## config.mk

```make
export PLATFORM = sky130hd
export DESIGN_NAME = pic_core_sync_flat
export DESIGN_NICKNAME = d
export VERILOG_FILES = /design/src/rtl/pic_core_sync_if.sv /design/src/rtl/pic_core_sync.sv /design/src/flat_wrapper.sv
export SDC_FILE = /design/constraint.sdc
export NUM_CORES = 1
export LEC_CHECK = 0
export ABC_AREA = 1
export CAP_MARGIN = 40
export CORE_AREA = 2 2 90 92
export DETAILED_ROUTE_END_ITERATION = 12
export DIE_AREA = 0 0 92 94
export GPL_TIMING_DRIVEN = 0
export PLACE_DENSITY = 0.74
export REMOVE_ABC_BUFFERS = 1
export SYNTH_ARGS = -nofsm -noshare
export SYNTH_HDL_FRONTEND = slang
export SYNTH_SLANG_ARGS = --single-unit
```

## constraint.sdc

```tcl
create_clock -name clk -period 3 [get_ports clk]
set_input_delay 0.45 -clock clk [delete_from_list [all_inputs] [get_ports clk]]
set_output_delay 0.45 -clock clk [all_outputs]
set_load 0.02 [all_outputs]
```

## src/rtl/pic_core_sync_if.sv

```systemverilog
// Host-side bus of the interrupt controller core: acknowledge/EOI strobes in,
// interrupt request and vector strobe out.
interface pic_core_sync_if #(
  parameter int ID_W  = 3,
  parameter int VEC_W = 8
) ();
  logic             inta;
  logic             eoi;
  logic             eoi_specific;
  logic [ID_W-1:0]  eoi_id;
  logic             int_o;
  logic             vec_valid;
  logic [VEC_W-1:0] vector;
  logic             spurious;

  modport master (
    output inta, eoi, eoi_specific, eoi_id,
    input  int_o, vec_valid, vector, spurious
  );

  modport slave (
    input  inta, eoi, eoi_specific, eoi_id,
    output int_o, vec_valid, vector, spurious
  );
endinterface

```

## src/rtl/pic_core_sync.sv

```systemverilog
// Synchronous interrupt controller core: request latching, masking, nested or
// rotating priority, two-pulse acknowledge and normal/specific/automatic EOI.
module pic_core_sync #(
  parameter int N_IRQ = 8,
  parameter int ID_W  = $clog2(N_IRQ),
  parameter int VEC_W = 8
) (
  input  logic             clk,
  input  logic             reset,
  input  logic [N_IRQ-1:0] irq,
  input  logic             level_mode,
  input  logic             rotate_mode,
  input  logic             aeoi,
  input  logic [N_IRQ-1:0] mask,
  input  logic [VEC_W-1:0] vector_base,
  output logic [N_IRQ-1:0] irr,
  output logic [N_IRQ-1:0] isr,
  pic_core_sync_if.slave   bus
);

  localparam int RW = ID_W + 1;
  localparam logic [RW-1:0]   NONE_RANK = RW'(N_IRQ);
  localparam logic [ID_W-1:0] LAST_ID   = ID_W'(N_IRQ - 1);

  typedef enum logic [1:0] {IDLE, PEND, ACK1} state_t;

  state_t           state_r;
  logic [N_IRQ-1:0] irq_q_r;
  logic [N_IRQ-1:0] irr_r;
  logic [N_IRQ-1:0] isr_r;
  logic [ID_W-1:0]  last_r;
  logic [ID_W-1:0]  sel_id_r;
  logic             spur_r;
  logic             int_o_r;
  logic             vec_valid_r;
  logic             spurious_r;
  logic [VEC_W-1:0] vector_r;

  logic [ID_W-1:0]  start_s;
  logic [RW-1:0]    cand_rank_s;
  logic [RW-1:0]    isr_rank_s;
  logic [ID_W-1:0]  cand_id_s;
  logic [ID_W-1:0]  isr_top_s;
  logic             eligible_s;
  logic [N_IRQ-1:0] isr_set_s;
  logic [N_IRQ-1:0] isr_clr_s;
  logic             last_upd_s;
  logic [ID_W-1:0]  last_nxt_s;
  logic [VEC_W-1:0] vector_nxt_s;

  // (start + off) mod N_IRQ, with both operands already below N_IRQ
  function automatic logic [ID_W-1:0] wrap_idx(input logic [ID_W-1:0] start,
                                               input logic [RW-1:0]   off);
    logic [RW:0] sum;
    sum = (RW+1)'(start) + (RW+1)'(off);
    if (sum >= (RW+1)'(N_IRQ)) begin
      sum = sum - (RW+1)'(N_IRQ);
    end else begin
      sum = sum;
    end
    return ID_W'(sum);
  endfunction

  // Rank (0 = highest priority) of the first set bit scanning from start; N_IRQ if none
  function automatic logic [RW-1:0] first_rank(input logic [N_IRQ-1:0] v,
                                               input logic [ID_W-1:0]  start);
    logic [RW-1:0] r;
    logic          found;
    r     = NONE_RANK;
    found = 1'b0;
    for (int k = 0; k < N_IRQ; k++) begin
      if (!found && v[wrap_idx(start, RW'(k))]) begin
        r     = RW'(k);
        found = 1'b1;
      end else begin
        r = r;
      end
    end
    return r;
  endfunction

  function automatic logic [N_IRQ-1:0] onehot(input logic [ID_W-1:0] id);
    return {{(N_IRQ-1){1'b0}}, 1'b1} << id;
  endfunction

  // Priority resolver and isr/last update terms
  always_comb begin
    isr_clr_s  = '0;
    last_upd_s = 1'b0;
    last_nxt_s = last_r;
    if (rotate_mode) begin
      start_s = wrap_idx(last_r, RW'(1));
    end else begin
      start_s = '0;
    end
    cand_rank_s = first_rank(irr_r & ~mask, start_s);
    isr_rank_s  = first_rank(isr_r, start_s);
    cand_id_s   = wrap_idx(start_s, cand_rank_s);
    isr_top_s   = wrap_idx(start_s, isr_rank_s);
    // an empty isr ranks N_IRQ, so any real candidate beats it
    eligible_s  = (cand_rank_s != NONE_RANK) && (cand_rank_s < isr_rank_s);

    if ((state_r == PEND) && bus.inta && eligible_s) begin
      isr_set_s = onehot(cand_id_s);
    end else begin
      isr_set_s = '0;
    end

    if ((state_r == ACK1) && bus.inta && aeoi && !spur_r) begin
      isr_clr_s  = isr_clr_s | onehot(sel_id_r);
      last_upd_s = 1'b1;
      last_nxt_s = sel_id_r;
    end else begin
      isr_clr_s = isr_clr_s;
    end

    if (bus.eoi && bus.eoi_specific) begin
      if (RW'(bus.eoi_id) < NONE_RANK) begin
        isr_clr_s  = isr_clr_s | onehot(bus.eoi_id);
        last_upd_s = 1'b1;
        last_nxt_s = bus.eoi_id;
      end else begin
        last_upd_s = last_upd_s;
      end
    end else if (bus.eoi && (isr_rank_s != NONE_RANK)) begin
      isr_clr_s  = isr_clr_s | onehot(isr_top_s);
      last_upd_s = 1'b1;
      last_nxt_s = isr_top_s;
    end else begin
      last_upd_s = last_upd_s;
    end

    vector_nxt_s             = vector_base;
    vector_nxt_s[ID_W-1:0]   = sel_id_r;
  end

  // Request/in-service registers and the acknowledge FSM
  always_ff @(posedge clk or posedge reset) begin
    if (reset) begin
      state_r     <= IDLE;
      irq_q_r     <= '0;
      irr_r       <= '0;
      isr_r       <= '0;
      last_r      <= LAST_ID;
      sel_id_r    <= '0;
      spur_r      <= 1'b0;
      int_o_r     <= 1'b0;
      vec_valid_r <= 1'b0;
      spurious_r  <= 1'b0;
      vector_r    <= '0;
    end else begin
      irq_q_r <= irq;
      if (level_mode) begin
        irr_r <= irq;
      end else begin
        irr_r <= (irr_r | (irq & ~irq_q_r)) & ~isr_set_s;
      end
      // set is OR-ed last so an acknowledge wins over a same-cycle EOI
      isr_r <= (isr_r & ~isr_clr_s) | isr_set_s;
      if (last_upd_s) begin
        last_r <= last_nxt_s;
      end else begin
        last_r <= last_r;
      end
      vec_valid_r <= 1'b0;
      spurious_r  <= 1'b0;

      case (state_r)
        IDLE: begin
          int_o_r <= eligible_s;
          if (eligible_s) begin
            state_r <= PEND;
          end else begin
            state_r <= IDLE;
          end
        end
        PEND: begin
          if (bus.inta) begin
            state_r <= ACK1;
            int_o_r <= 1'b0;
            if (eligible_s) begin
              sel_id_r <= cand_id_s;
              spur_r   <= 1'b0;
            end else begin
              sel_id_r <= LAST_ID;
              spur_r   <= 1'b1;
            end
          end else if (!eligible_s) begin
            state_r <= IDLE;
            int_o_r <= 1'b0;
          end else begin
            state_r <= PEND;
          end
        end
        ACK1: begin
          int_o_r <= 1'b0;
          if (bus.inta) begin
            vec_valid_r <= 1'b1;
            spurious_r  <= spur_r;
            vector_r    <= vector_nxt_s;
            state_r     <= IDLE;
          end else begin
            state_r <= ACK1;
          end
        end
        default: begin
          state_r <= IDLE;
          int_o_r <= 1'b0;
        end
      endcase
    end
  end

  assign irr           = irr_r;
  assign isr           = isr_r;
  assign bus.int_o     = int_o_r;
  assign bus.vec_valid = vec_valid_r;
  assign bus.vector    = vector_r;
  assign bus.spurious  = spurious_r;

endmodule

```

## src/flat_wrapper.sv

```systemverilog
// flat-port wrapper written by rule: the top's interface ports become plain ports
module pic_core_sync_flat 
#(
  parameter int N_IRQ = 8,
  parameter int ID_W  = $clog2(N_IRQ),
  parameter int VEC_W = 8
)
  (clk, reset, irq, level_mode, rotate_mode, aeoi, mask, vector_base, irr, isr, bus_inta, bus_eoi, bus_eoi_specific, bus_eoi_id, bus_int_o, bus_vec_valid, bus_vector, bus_spurious);
  pic_core_sync_if #(.ID_W(ID_W), .VEC_W(VEC_W)) bus_i ();
  input  logic clk;
  input  logic reset;
  input  logic [N_IRQ-1:0] irq;
  input  logic level_mode;
  input  logic rotate_mode;
  input  logic aeoi;
  input  logic [N_IRQ-1:0] mask;
  input  logic [VEC_W-1:0] vector_base;
  output logic [N_IRQ-1:0] irr;
  output logic [N_IRQ-1:0] isr;
  input wire logic [$bits(bus_i.inta)-1:0] bus_inta;
  input wire logic [$bits(bus_i.eoi)-1:0] bus_eoi;
  input wire logic [$bits(bus_i.eoi_specific)-1:0] bus_eoi_specific;
  input wire logic [$bits(bus_i.eoi_id)-1:0] bus_eoi_id;
  output wire logic [$bits(bus_i.int_o)-1:0] bus_int_o;
  output wire logic [$bits(bus_i.vec_valid)-1:0] bus_vec_valid;
  output wire logic [$bits(bus_i.vector)-1:0] bus_vector;
  output wire logic [$bits(bus_i.spurious)-1:0] bus_spurious;
  assign bus_i.inta = bus_inta;
  assign bus_i.eoi = bus_eoi;
  assign bus_i.eoi_specific = bus_eoi_specific;
  assign bus_i.eoi_id = bus_eoi_id;
  assign bus_int_o = bus_i.int_o;
  assign bus_vec_valid = bus_i.vec_valid;
  assign bus_vector = bus_i.vector;
  assign bus_spurious = bus_i.spurious;
  pic_core_sync #(.N_IRQ(N_IRQ), .ID_W(ID_W), .VEC_W(VEC_W)) u_core (.clk(clk), .reset(reset), .irq(irq), .level_mode(level_mode), .rotate_mode(rotate_mode), .aeoi(aeoi), .mask(mask), .vector_base(vector_base), .irr(irr), .isr(isr), .bus(bus_i));
endmodule
```

Yosys cells after proc, flatten, opt, wreduce, memory -nomap -nowiden. Index checks and enable logic that the tools add are counted. Widths: inputs -> output; s select.

Magnitude comparators: 20. Mux-type cells: 98. Bitwise logic cells: 12. Reductions and logical operators: 42. Shift operators: 4. Equality and inequality tests: 5. Add/subtract/negate cells: 21.

Operators with widths (count): $mux 4 (16); $bmux 1 s3 (16); $mux 3 (16); $mux 1 (41); $mux 8 (5); $sub 3x1->3 const B (11); $and 8x8->8 (4); $ge 4x4->1 const B (8); $lt 3x4->1 const B (8); $not 8->8 (4); $or 8x8->8 (4); $shl 1x3->8 const A (4); $logic_and 1x1->1 (22); $add 3x3->4 const B (4); $logic_not 1->1 (15); $add 3x4->5 (2); $ge 5x4->1 const B (2); $add 3x1->4 const B (2); $add 3x2->4 const B (2); $ne 4x4->1 const B (2); $pmux 2 s3 (1); $reduce_and 2->1 (3); $ge 3x4->1 const B (1); $lt 4x4->1 (1); other kinds (7) (8).

Output and inout bits: 27. Input port bits: 35. Bits in registers: 44. Logic and storage cells: 213.

Logic depth before layout (Yosys ltp). Gate-level depths: netlist of the first run.

Depth after elaboration: 40. Gate-level depth with buffers: 26.

Worst setup path before layout of the first run. Ideal clock, no wire load.

Path kind: reg-to-reg. Start: register u_core.last_r[0]. End: register u_core.isr_r[7], in the netlist u_core.isr[7]. Period minus slack after synthesis: 3.246 ns. Arrival time: 3.126 ns. Stages on the path, launching flop included: 23. Library setup time: 0.120 ns. Setup slack: -0.246 ns. Path buffers: 1. Cells stage by stage: dfstp_2 ha_1 inv_1 nand2_1 nand3_1 buf_2 nand2_1 nand2_1 nand2_1 nand2_1 nor2_2 nand3_2 nor2_4 nand3_1 nand2_1 nand2_1 fa_1 xor2_1 or2_1 nand2_1 nand2_1 o21ai_0 nand2_1.

Cells in the longest elaborated chain, start to end: 40. Elaborated cells on any way between the ends: 149.

Ends and longest elaborated chain: start, declared (RTL line pic_core_sync.sv:31) `logic [ID_W-1:0] last_r;`; start signal, assigned (RTL line pic_core_sync.sv:161) `last_r <= last_nxt_s;`; start signal, assigned (RTL line pic_core_sync.sv:163) `last_r <= last_r;`; $add 3x1->4 * (RTL line pic_core_sync.sv:55) `sum = (RW+1)'(start) + (RW+1)'(off);`; $ge 4x4->1 or $sub 3x1->3 (tied branches) (RTL line pic_core_sync.sv:56, pic_core_sync.sv:57); $mux 3 * (RTL line pic_core_sync.sv:56) `if (sum >= (RW+1)'(N_IRQ)) begin`; $mux 3 * (RTL line pic_core_sync.sv:91) `if (rotate_mode) begin`; parallel branches: the longest is 35 deep, another holds $add 3x1->4; $or 8x8->8 * (RTL line pic_core_sync.sv:159) `isr_r <= (isr_r & ~isr_clr_s) | isr_set_s;`; end signal, assigned (RTL line pic_core_sync.sv:159); end, declared (RTL line pic_core_sync.sv:30) `logic [N_IRQ-1:0] isr_r;`.

Mark *: on every way between the ends. The select of a mux whose other input is x is not followed. A chain may end at the register's enable or synchronous reset.

Final worst setup path of the first run.
Start: register u_core.last_r[0]. End: register u_core.irr_r[3], in the netlist u_core.irr[3].

Cells in the longest elaborated chain, start to end: 38. Elaborated cells on any way between the ends: 139.

Ends and longest elaborated chain: $add 3x1->4 * (RTL line pic_core_sync.sv:55); $ge 4x4->1 or $sub 3x1->3 (tied branches) (RTL line pic_core_sync.sv:56, pic_core_sync.sv:57); $mux 3 * (RTL line pic_core_sync.sv:56); $mux 3 * (RTL line pic_core_sync.sv:91); parallel branches: the longest is 30 deep, another holds $add 3x1->4; $mux 8 * (RTL line pic_core_sync.sv:103) `if ((state_r == PEND) && bus.inta && eligible_s) begin`; $not 8->8 * (RTL line pic_core_sync.sv:156) `irr_r <= (irr_r | (irq & ~irq_q_r)) & ~isr_set_s;`; $and 8x8->8 * (RTL line pic_core_sync.sv:156); $mux 8 * (RTL line pic_core_sync.sv:153) `if (level_mode) begin`; end signal, assigned (RTL line pic_core_sync.sv:154) `irr_r <= irq;`; end signal, assigned (RTL line pic_core_sync.sv:156); end, declared (RTL line pic_core_sync.sv:29) `logic [N_IRQ-1:0] irr_r;`.

Marked as above.

==> results of run 1 <==
metal layers:
metal,part of all wire,vias up
met4,0.052,0
li1,-,2082
met1,0.40,1988
met3,0.060,52
met5,0,-
met2,0.49,197
cell type report:
cell class | instances | area [sq um] | share of cell area
clock buffers | 6 | 82.58 | 0.01619
clock inverters | 2 | 10.01 | 0.001963
inverters | 77 | 301.5 | 0.05913
multi-input cells | 457 | 2500 | 0.4902
flip-flops and latches | 44 | 1105 | 0.2166
well taps | 102 | 127.6 | 0.02502
repair buffers | 102 | 973.4 | 0.1909
how the worst max path moves through the flow:
| stage | slack, ns | cells past startpoint | endpoint |
|---|---|---|---|
| 2_1_floorplan | -0.44 | 20 | u_core.isr[7]$_DFF_PP0_ |
| 3_3_place_gp | -1.71 | 21 | u_core.irr[3]$_DFF_PP0_ |
| 3_5_place_dp | -1.79 | 21 | u_core.irr[4]$_DFF_PP0_ |
| 4_1_cts | -0.40 | 21 | u_core.irr[3]$_DFF_PP0_ |
| 5_1_grt | -0.73 | 23 | u_core.irr[5]$_DFF_PP0_ |
| 6_report | -0.53 | 24 | u_core.irr[3]$_DFF_PP0_ |
cells by family after synthesis:
logic type,count (synthesis)
adder cells (fa/ha/maj),7
AND/OR/NAND/NOR,391
AO/OA/AOI/OAI,54
flip-flops,44
buffers and inverters,92
XOR/XNOR,2
cell usage after synthesis, types with 4 or more instances:
cell type and count:
sky130_fd_sc_hd__nor2_1 38, sky130_fd_sc_hd__a21oi_1 15, sky130_fd_sc_hd__nand3_1 80, sky130_fd_sc_hd__o21ai_0 15, sky130_fd_sc_hd__o21ai_1 9, sky130_fd_sc_hd__nand2_1 240, sky130_fd_sc_hd__ha_1 5, sky130_fd_sc_hd__buf_2 5
sky130_fd_sc_hd__dfrtp_1 41, sky130_fd_sc_hd__clkbuf_1 4, sky130_fd_sc_hd__nand4_1 11, sky130_fd_sc_hd__inv_2 5, sky130_fd_sc_hd__buf_6 4, sky130_fd_sc_hd__inv_1 72
sequential cells by signal, summed over array words and instances, names as in the netlist, 2 cells and up:
register and count:
u_core.bus.vector 8, u_core.irq_q_r 8, u_core.irr 8, u_core.isr 8
u_core.last_r 3, u_core.sel_id_r 3, u_core.state_r 2
through the flow:
stage                     setup slack [ns]  area [sq um]  TNS (ns)  hold WS, ns
final                              -0.5309          5100    -10.24       0.3841
after global routing               -0.7261          5100    -14.70       0.4052
after CTS                          -0.3974          4848    -7.306       0.3859
after detailed placement            -1.787          4267    -40.51       0.4638
after global placement              -1.708          4247    -38.81       0.4534
after floorplan                    -0.4420          3538    -7.223       0.4713
worst max-delay path: cells and delay by family, from the launching register on:
kind	cells	cell delay, ns
compound gates	1	0.18
simple gates	16	1.59
xor+xnor	1	0.18
fa+ha+maj	2	0.60
flops	1	0.40
buf+inv	4	0.46
repair_timing:
item,in CTS,in global routing
pin swaps,41,37
resized for setup,60,52
endpoints found under the setup margin,25,25
gates cloned,2,1
endpoints found under the hold margin,0,0
buffers inserted,34,9
==> impl_table.tex, run 1 <==
\begin{tabular}{lr}
\hline
Metric & Value \\
\hline
\multicolumn{2}{l}{\textbf{Synth}} \\
\quad Register area share after synthesis & 0.3036 \\
\quad Total of flip-flops plus latches after synthesis & 44 \\
\quad Fraction of registers with async set/reset & 1.000 \\
\quad Post-Synth XOR/XNOR Area & 0.004814 \\
\quad Number of enable-type register cells in the synthesized netlist & 0 \\
\quad Mean Syn Cell Area & 6.167 sq um \\
\quad Count of unique library cells instantiated by Yosys & 40 \\
\quad Post-synth top flop & sky130\_fd\_sc\_hd\_\_dfrtp\_1 \\
\quad Biggest area contributors in the synthesized netlist & sky130\_fd\_sc\_hd\_\_dfrtp\_1, sky130\_fd\_sc\_hd\_\_nand2\_1, sky130\_fd\_sc\_hd\_\_nand3\_1, sky130\_fd\_sc\_hd\_\_inv\_1, sky130\_fd\_sc\_hd\_\_nor2\_1 \\
\quad Post-synthesis compound-gate area fraction & 0.08666 \\
\quad Adder-cell area share of the yosys netlist & 0.02820 \\
\quad Dominant combinational cell family by area after synthesis & simple AND/OR/NAND/NOR gates \\
\quad Cell area after synthesis & 3638 sq um \\
\quad Count of warnings emitted by yosys & 0 \\
\quad Synthesized netlist cell count & 590 \\
\quad Mux share of post-synthesis cell area & 0 \\
\quad Fraction of the mapped netlist area in simple logic gates & 0.4697 \\
\quad Area share of the largest cell type after synthesis & 0.2820 \\
\quad Leading area contributor after synthesis & sky130\_fd\_sc\_hd\_\_dfrtp\_1 \\
\multicolumn{2}{l}{\textbf{Clocking}} \\
\quad CTS tree & done \\
\quad Clock-pin slew reported for the worst setup and hold paths after clock tree synthesis & 0.09 ns \\
\quad CTS Root Cell & sky130\_fd\_sc\_hd\_\_clkbuf\_8 \\
\quad Level count of the clock H-tree & 2 \\
\quad Number of buffers inserted by hold repair at cts & 0 \\
\quad Number of CTS-inserted buffers & 5 \\
\quad Later-pin clock latency in the skew report & 0.30 ns \\
\quad Max Buffers Root-to-Sink & 2 \\
\quad Sink Count & 44 \\
\multicolumn{2}{l}{\textbf{Global routing}} \\
\quad Global Route met2 Usage & 0.4786 \\
\quad Met1 track demand over resource in global routing & 0.3401 \\
\quad Grt met3 use & 0.03612 \\
\quad Initial antenna violation count & 0 \\
\quad First-pass GRT wire length & 18.97 mm \\
\quad Gr busiest metal & met2 \\
\quad GRT Residual Overflow & 0 \\
\quad Maximum number of pins on one net before global-route repair & 37 \\
\quad Via count of the first global-routing pass & 4,146 \\
\quad Total routing usage reported by global routing & 0.2732 \\
\multicolumn{2}{l}{\textbf{Route}} \\
\quad Count of TritonRoute iterations in the first routing pass & 9 \\
\quad Post-detailed-routing wire length & 11.93 mm \\
\quad DRC & 1 \\
\quad Via count & 4,319 \\
\quad Mean number of vias per cell & 5.467 \\
\quad Drt first-iter violations & 277 \\
\quad Average wire length per cell after detail routing & 15.10 um \\
\quad Antenna-violating nets left & 0 \\
\multicolumn{2}{l}{\textbf{Run}} \\
\quad Max Cap Viol & 0 \\
\multicolumn{2}{l}{\textbf{Worst setup path}} \\
\quad Worst-case reg-to-reg path depth & 24 \\
\quad Crit-path most repeated cell & sky130\_fd\_sc\_hd\_\_nand2\_2 \\
\quad Arrival time at the worst endpoint & 3.73 ns \\
\quad R2R Setup Slk & -0.53 ns \\
\quad Data required time of the worst path & 3.20 ns \\
\quad Crit path launch type & flop \\
\quad CP max stage delay & 0.42 ns \\
\quad Slowest stage cell on the critical path & sky130\_fd\_sc\_hd\_\_fa\_2 \\
\quad Critical-path maximum fanout & 5 \\
\quad Kind of critical path & flop to flop \\
\quad Critical R2R Capture & u\_core.irr[3]\$\_DFF\_PP0\_ \\
\quad CP Launch Point & u\_core.last\_r[0]\$\_DFFE\_PP1P\_ \\
\quad FF-to-FF Start & u\_core.last\_r[0]\$\_DFFE\_PP1P\_ \\
\quad Critical path capture point type & flop \\
\quad Ordered cell list for the critical path & buf\_6 -> buf\_4 -> buf\_6 -> nor2\_4 -> nand2\_2 -> nand2\_2 -> nand2\_2 -> nand2\_2 -> nand2\_1 -> nand2\_2 -> nor2\_4 -> nand2\_2 -> nor2\_2 -> nand4\_1 -> nand2\_1 -> ha\_2 -> fa\_2 -> xor2\_4 -> inv\_2 -> nand3\_4 -> a21oi\_2 -> nand4\_1 -> nand2\_1 -> nand2\_1 \\
\multicolumn{2}{l}{\textbf{Final layout}} \\
\quad Post-layout util & 0.6704 \\
\quad Post-layout net count & 729 \\
\quad Fill cell count & 655 \\
\quad Number of antenna repair diodes & 0 \\
\quad Fraction of layout cells with a size suffix above 1 & 0.2369 \\
\quad Post-layout instance count excluding filler cells & 790 \\
\quad Area growth from synthesis to layout & 40.17\% \\
\quad Top library cells by usage in the layout, fill and taps aside & sky130\_fd\_sc\_hd\_\_nand2\_1, sky130\_fd\_sc\_hd\_\_nand3\_1, sky130\_fd\_sc\_hd\_\_inv\_1 \\
\quad Commonest non-fill, non-tap cell in the layout & sky130\_fd\_sc\_hd\_\_nand2\_1 \\
\multicolumn{2}{l}{\textbf{Die}} \\
\quad CORE AREA & 7607 sq um \\
\quad Die outline area & 8648 sq um \\
\quad Vertical die dimension & 94 um \\
\quad IO Pins & 62 \\
\quad Number of rows in the core area & 32 \\
\quad Initial core utilization & 0.4783 \\
\quad Die Span X & 92 um \\
\multicolumn{2}{l}{\textbf{Placed design}} \\
\quad Placed Cells & 736 \\
\quad Buffers added on ports & 58 \\
\quad Half-perimeter wire length after placement & 7.857 mm \\
\quad RePlAce Congestion & 0.9736 \\
\multicolumn{2}{l}{\textbf{STA}} \\
\quad Minimum setup slack in the final design & -0.5309 ns \\
\quad Fin. max-slew vios & 0 \\
\quad Maximum clock frequency & 283.2 MHz \\
\quad Tightest Pin Transition & 0.9012 ns \\
\quad Unrepaired setup endpoints after global routing & yes \\
\quad Clock skew & 0.005757 ns \\
\quad Post-layout min period & 3.531 ns \\
\quad Setup violation total in the final timing report & 24 \\
\quad Number of hold-slack violations in the final timing report & 0 \\
\quad Worst rel slew slack & 0.3970 \\
\quad Share of the clock period used by the worst path & 1.177 \\
\multicolumn{2}{l}{\textbf{Status}} \\
\quad Outcome & finished with violations \\
\quad Failing checks & DRC, setup timing \\
\multicolumn{2}{l}{\textbf{Worst hold path}} \\
\quad Hold Path Class & input pin to async pin \\
\hline
\end{tabular}
Power of run 1 is not shown: default switching activity piles up to over one toggle a cycle in this logic, so the estimate is an artifact.
==> run 2: changes to the inputs <==
--- a/config.mk
+++ b/config.mk
@@ -10,6 +10,7 @@
 export CORE_AREA = 2 2 90 92
 export DETAILED_ROUTE_END_ITERATION = 12
 export DIE_AREA = 0 0 92 94
+export GPL_ROUTABILITY_DRIVEN = 0
 export GPL_TIMING_DRIVEN = 0
 export PLACE_DENSITY = 0.74
 export REMOVE_ABC_BUFFERS = 1
==> impl_table.tex, run 2 (synthesis gave the netlist of run 1 again) <==
\begin{tabular}{lr}
\hline
Metric & Value \\
\hline
\multicolumn{2}{l}{\textbf{Status}} \\
\quad Outcome & finished with violations (unchanged) \\
\quad Failing checks & setup timing (was DRC, setup timing) \\
\multicolumn{2}{l}{\textbf{Die}} \\
\quad Die outline area & 8648 sq um (unchanged) \\
\quad CORE AREA & 7607 sq um (unchanged) \\
\quad Vertical die dimension & 94 um (unchanged) \\
\quad Initial core utilization & 0.4783 (unchanged) \\
\quad Number of rows in the core area & 32 (unchanged) \\
\quad IO Pins & 62 (unchanged) \\
\quad Die Span X & 92 um (unchanged) \\
\multicolumn{2}{l}{\textbf{Clocking}} \\
\quad CTS tree & done (unchanged) \\
\quad Number of CTS-inserted buffers & 5 (unchanged) \\
\quad Level count of the clock H-tree & 2 (unchanged) \\
\quad Later-pin clock latency in the skew report & 0.30 ns (about the same) \\
\quad Max Buffers Root-to-Sink & 2 (unchanged) \\
\quad CTS Root Cell & sky130\_fd\_sc\_hd\_\_clkbuf\_8 (unchanged) \\
\quad Clock-pin slew reported for the worst setup and hold paths after clock tree synthesis & 0.08 ns (was 0.09 ns) \\
\quad Sink Count & 44 (unchanged) \\
\multicolumn{2}{l}{\textbf{STA}} \\
\quad Post-layout min period & 3.719 ns (was 3.531 ns) \\
\quad Maximum clock frequency & 268.9 MHz (was 283.2 MHz) \\
\quad Worst hold margin & 0.3841 ns (about the same) \\
\quad Tightest Pin Transition & 0.9018 ns (was 0.9012 ns) \\
\quad Worst rel slew slack & 0.3966 (was 0.3970) \\
\quad Setup violation total in the final timing report & 24 (unchanged) \\
\quad Minimum setup slack in the final design & -0.7190 ns (was -0.5309 ns) \\
\quad Number of hold-slack violations in the final timing report & 0 (unchanged) \\
\quad Clock skew & 0.005871 ns (was 0.005757 ns) \\
\quad Unrepaired setup endpoints after global routing & yes (unchanged) \\
\quad Share of the clock period used by the worst path & 1.240 (was 1.177) \\
\quad Fin. max-slew vios & 0 (unchanged) \\
\multicolumn{2}{l}{\textbf{Worst setup path}} \\
\quad FF-to-FF Start & u\_core.last\_r[0]\$\_DFFE\_PP1P\_ (unchanged) \\
\quad Critical-path maximum fanout & 8 (was 5) \\
\quad Critical path capture point type & flop (unchanged) \\
\quad Data required time of the worst path & 3.24 ns (was 3.20 ns) \\
\quad CP Launch Point & u\_core.last\_r[0]\$\_DFFE\_PP1P\_ (unchanged) \\
\quad Top delay family on crit path & simple AND/OR/NAND/NOR gates (unchanged) \\
\quad Arrival time at the worst endpoint & 3.96 ns (was 3.73 ns) \\
\quad Crit path launch type & flop (unchanged) \\
\quad CP max stage delay & 0.60 ns (was 0.42 ns) \\
\quad Slowest stage cell on the critical path & sky130\_fd\_sc\_hd\_\_dfstp\_2 (was sky130\_fd\_sc\_hd\_\_fa\_2) \\
\quad Ordered cell list for the critical path & ha\_4 -> inv\_2 -> nand2\_2 -> nand3\_4 -> nand2\_2 -> nand2\_2 -> nand2\_1 -> nand2\_2 -> inv\_2 -> o21ai\_0 -> nand2\_1 -> nand2\_1 -> inv\_2 -> nand2\_1 -> ha\_2 -> fa\_2 -> xor2\_2 -> inv\_2 -> nand3\_4 -> nand2\_4 -> nor2\_4 -> nand4\_1 -> buf\_4 -> nand2\_1 (was buf\_6 -> buf\_4 -> buf\_6 -> nor2\_4 -> nand2\_2 -> nand2\_2 -> nand2\_2 -> nand2\_2 -> nand2\_1 -> nand2\_2 -> nor2\_4 -> nand2\_2 -> nor2\_2 -> nand4\_1 -> nand2\_1 -> ha\_2 -> fa\_2 -> xor2\_4 -> inv\_2 -> nand3\_4 -> a21oi\_2 -> nand4\_1 -> nand2\_1 -> nand2\_1) \\
\quad Worst path bufs/invs & 5 (was 4) \\
\quad Crit-path most repeated cell & sky130\_fd\_sc\_hd\_\_nand2\_1 (was sky130\_fd\_sc\_hd\_\_nand2\_2) \\
\quad Kind of critical path & flop to flop (unchanged) \\
\multicolumn{2}{l}{\textbf{Route}} \\
\quad Post-detailed-routing wire length & 13.61 mm (was 11.93 mm) \\
\quad Average wire length per cell after detail routing & 16.70 um (was 15.10 um) \\
\quad DRC & 0 (was 1) \\
\quad Mean number of vias per cell & 5.762 (was 5.467) \\
\quad Via count & 4,696 (was 4,319) \\
\quad Drt first-iter violations & 431 (was 277) \\
\quad Antenna-violating nets left & 0 (unchanged) \\
\quad Count of TritonRoute iterations in the first routing pass & 7 (was 9) \\
\multicolumn{2}{l}{\textbf{Placed design}} \\
\quad Buffers added on ports & 58 (unchanged) \\
\quad Half-perimeter wire length after placement & 7.654 mm (was 7.857 mm) \\
\multicolumn{2}{l}{\textbf{Run}} \\
\quad Max Cap Viol & 0 (unchanged) \\
\multicolumn{2}{l}{\textbf{Global routing}} \\
\quad GRT Residual Overflow & 0 (unchanged) \\
\quad Initial antenna violation count & 0 (unchanged) \\
\quad Via count of the first global-routing pass & 4,144 (was 4,146) \\
\quad First-pass GRT wire length & 19.49 mm (was 18.97 mm) \\
\quad Maximum number of pins on one net before global-route repair & 37 (unchanged) \\
\quad Total routing usage reported by global routing & 0.2818 (was 0.2732) \\
\multicolumn{2}{l}{\textbf{Worst hold path}} \\
\quad Hold Path Class & input pin to async pin (unchanged) \\
\multicolumn{2}{l}{\textbf{Final layout}} \\
\quad Area growth from synthesis to layout & 50.62\% (was 40.17\%) \\
\quad Post-layout net count & 755 (was 729) \\
\quad Number of antenna repair diodes & 0 (unchanged) \\
\quad Top library cells by usage in the layout, fill and taps aside & sky130\_fd\_sc\_hd\_\_nand2\_1, sky130\_fd\_sc\_hd\_\_nand3\_1, sky130\_fd\_sc\_hd\_\_inv\_1 (unchanged) \\
\quad Commonest non-fill, non-tap cell in the layout & sky130\_fd\_sc\_hd\_\_nand2\_1 (unchanged) \\
\quad Fraction of layout cells with a size suffix above 1 & 0.2945 (was 0.2369) \\
\hline
\end{tabular}
run 2: timing repair:
action,CTS,global route
setup buffers,54,15
resized for setup,87,69
setup endpoints to repair,25,25
gates cloned,3,1
pin swaps,53,56
hold buffers,0,0
run 2: path summary, 6_finish.rpt:
path	endpoint	slack [ns]	cells past startpoint
min in group clk	u_core.bus.vector[5]$_DFFE_PP0P_	0.48	2
worst max register to register	u_core.isr[5]$_DFF_PP0_	-0.72	24
max in group asynchronous	u_core.last_r[1]$_DFFE_PP1P_	2.10	3
worst min register to register	u_core.bus.vector[5]$_DFFE_PP0P_	0.48	2
worst min-delay path	u_core.irq_q_r[3]$_DFF_PP0_	0.38	2
worst max-delay path	u_core.isr[5]$_DFF_PP0_	-0.72	24
run 2: final cells by class:
type / count / area (sq um)
well taps: 102 / 127.6
repair buffers: 128 / 1195
clock buffers: 7 / 96.34
flip-flops and latches: 44 / 1105
inverters: 77 / 301.5
multi-input cells: 457 / 2655
fillers: 572 / 2127
run 2: through the flow:
stage / cell area, sq um / TNS (ns) / setup slack [ns] / instances / utilization
6_report: 5480 / -13.34 / -0.7190 / 815 / 0.7204
5_1_grt: 5480 / -16.80 / -0.8370 / 815 / 0.7204
4_1_cts: 5130 / -6.945 / -0.3965 / 799 / 0.6743
3_5_place_dp: 4267 / -40.30 / -1.796 / 736 / 0.5609
3_3_place_gp: 4247 / -38.20 / -1.685 / 735 / 0.5582
2_1_floorplan: 3538 / -7.223 / -0.4420 / 575 / -
run 2: worst register-to-register path, cell delays in order, from the launching register on:
cell	delay [ns]
sky130_fd_sc_hd__dfstp_2	0.60
sky130_fd_sc_hd__ha_4	0.17
sky130_fd_sc_hd__inv_2	0.04
sky130_fd_sc_hd__nand2_2	0.09
sky130_fd_sc_hd__nand3_4	0.20
sky130_fd_sc_hd__nand2_2	0.14
sky130_fd_sc_hd__nand2_2	0.09
sky130_fd_sc_hd__nand2_1	0.11
sky130_fd_sc_hd__nand2_2	0.08
sky130_fd_sc_hd__inv_2	0.07
sky130_fd_sc_hd__o21ai_0	0.11
sky130_fd_sc_hd__nand2_1	0.11
sky130_fd_sc_hd__nand2_1	0.08
sky130_fd_sc_hd__inv_2	0.06
sky130_fd_sc_hd__nand2_1	0.05
sky130_fd_sc_hd__ha_2	0.19
sky130_fd_sc_hd__fa_2	0.37
sky130_fd_sc_hd__xor2_2	0.25
sky130_fd_sc_hd__inv_2	0.08
sky130_fd_sc_hd__nand3_4	0.12
sky130_fd_sc_hd__nand2_4	0.10
sky130_fd_sc_hd__nor2_4	0.15
sky130_fd_sc_hd__nand4_1	0.15
sky130_fd_sc_hd__buf_4	0.22
sky130_fd_sc_hd__nand2_1	0.05
run 2: layer usage:
layer | track usage | share of wire | up-vias
met3 | 0.03371 | 0.082 | 70
li1 | - | - | 2140
met1 | 0.3506 | 0.38 | 2173
met4 | 0.1107 | 0.053 | 0
met2 | 0.4994 | 0.49 | 313
met5 | 0 | 0 | -
Power of run 2 is left out for the same reason.
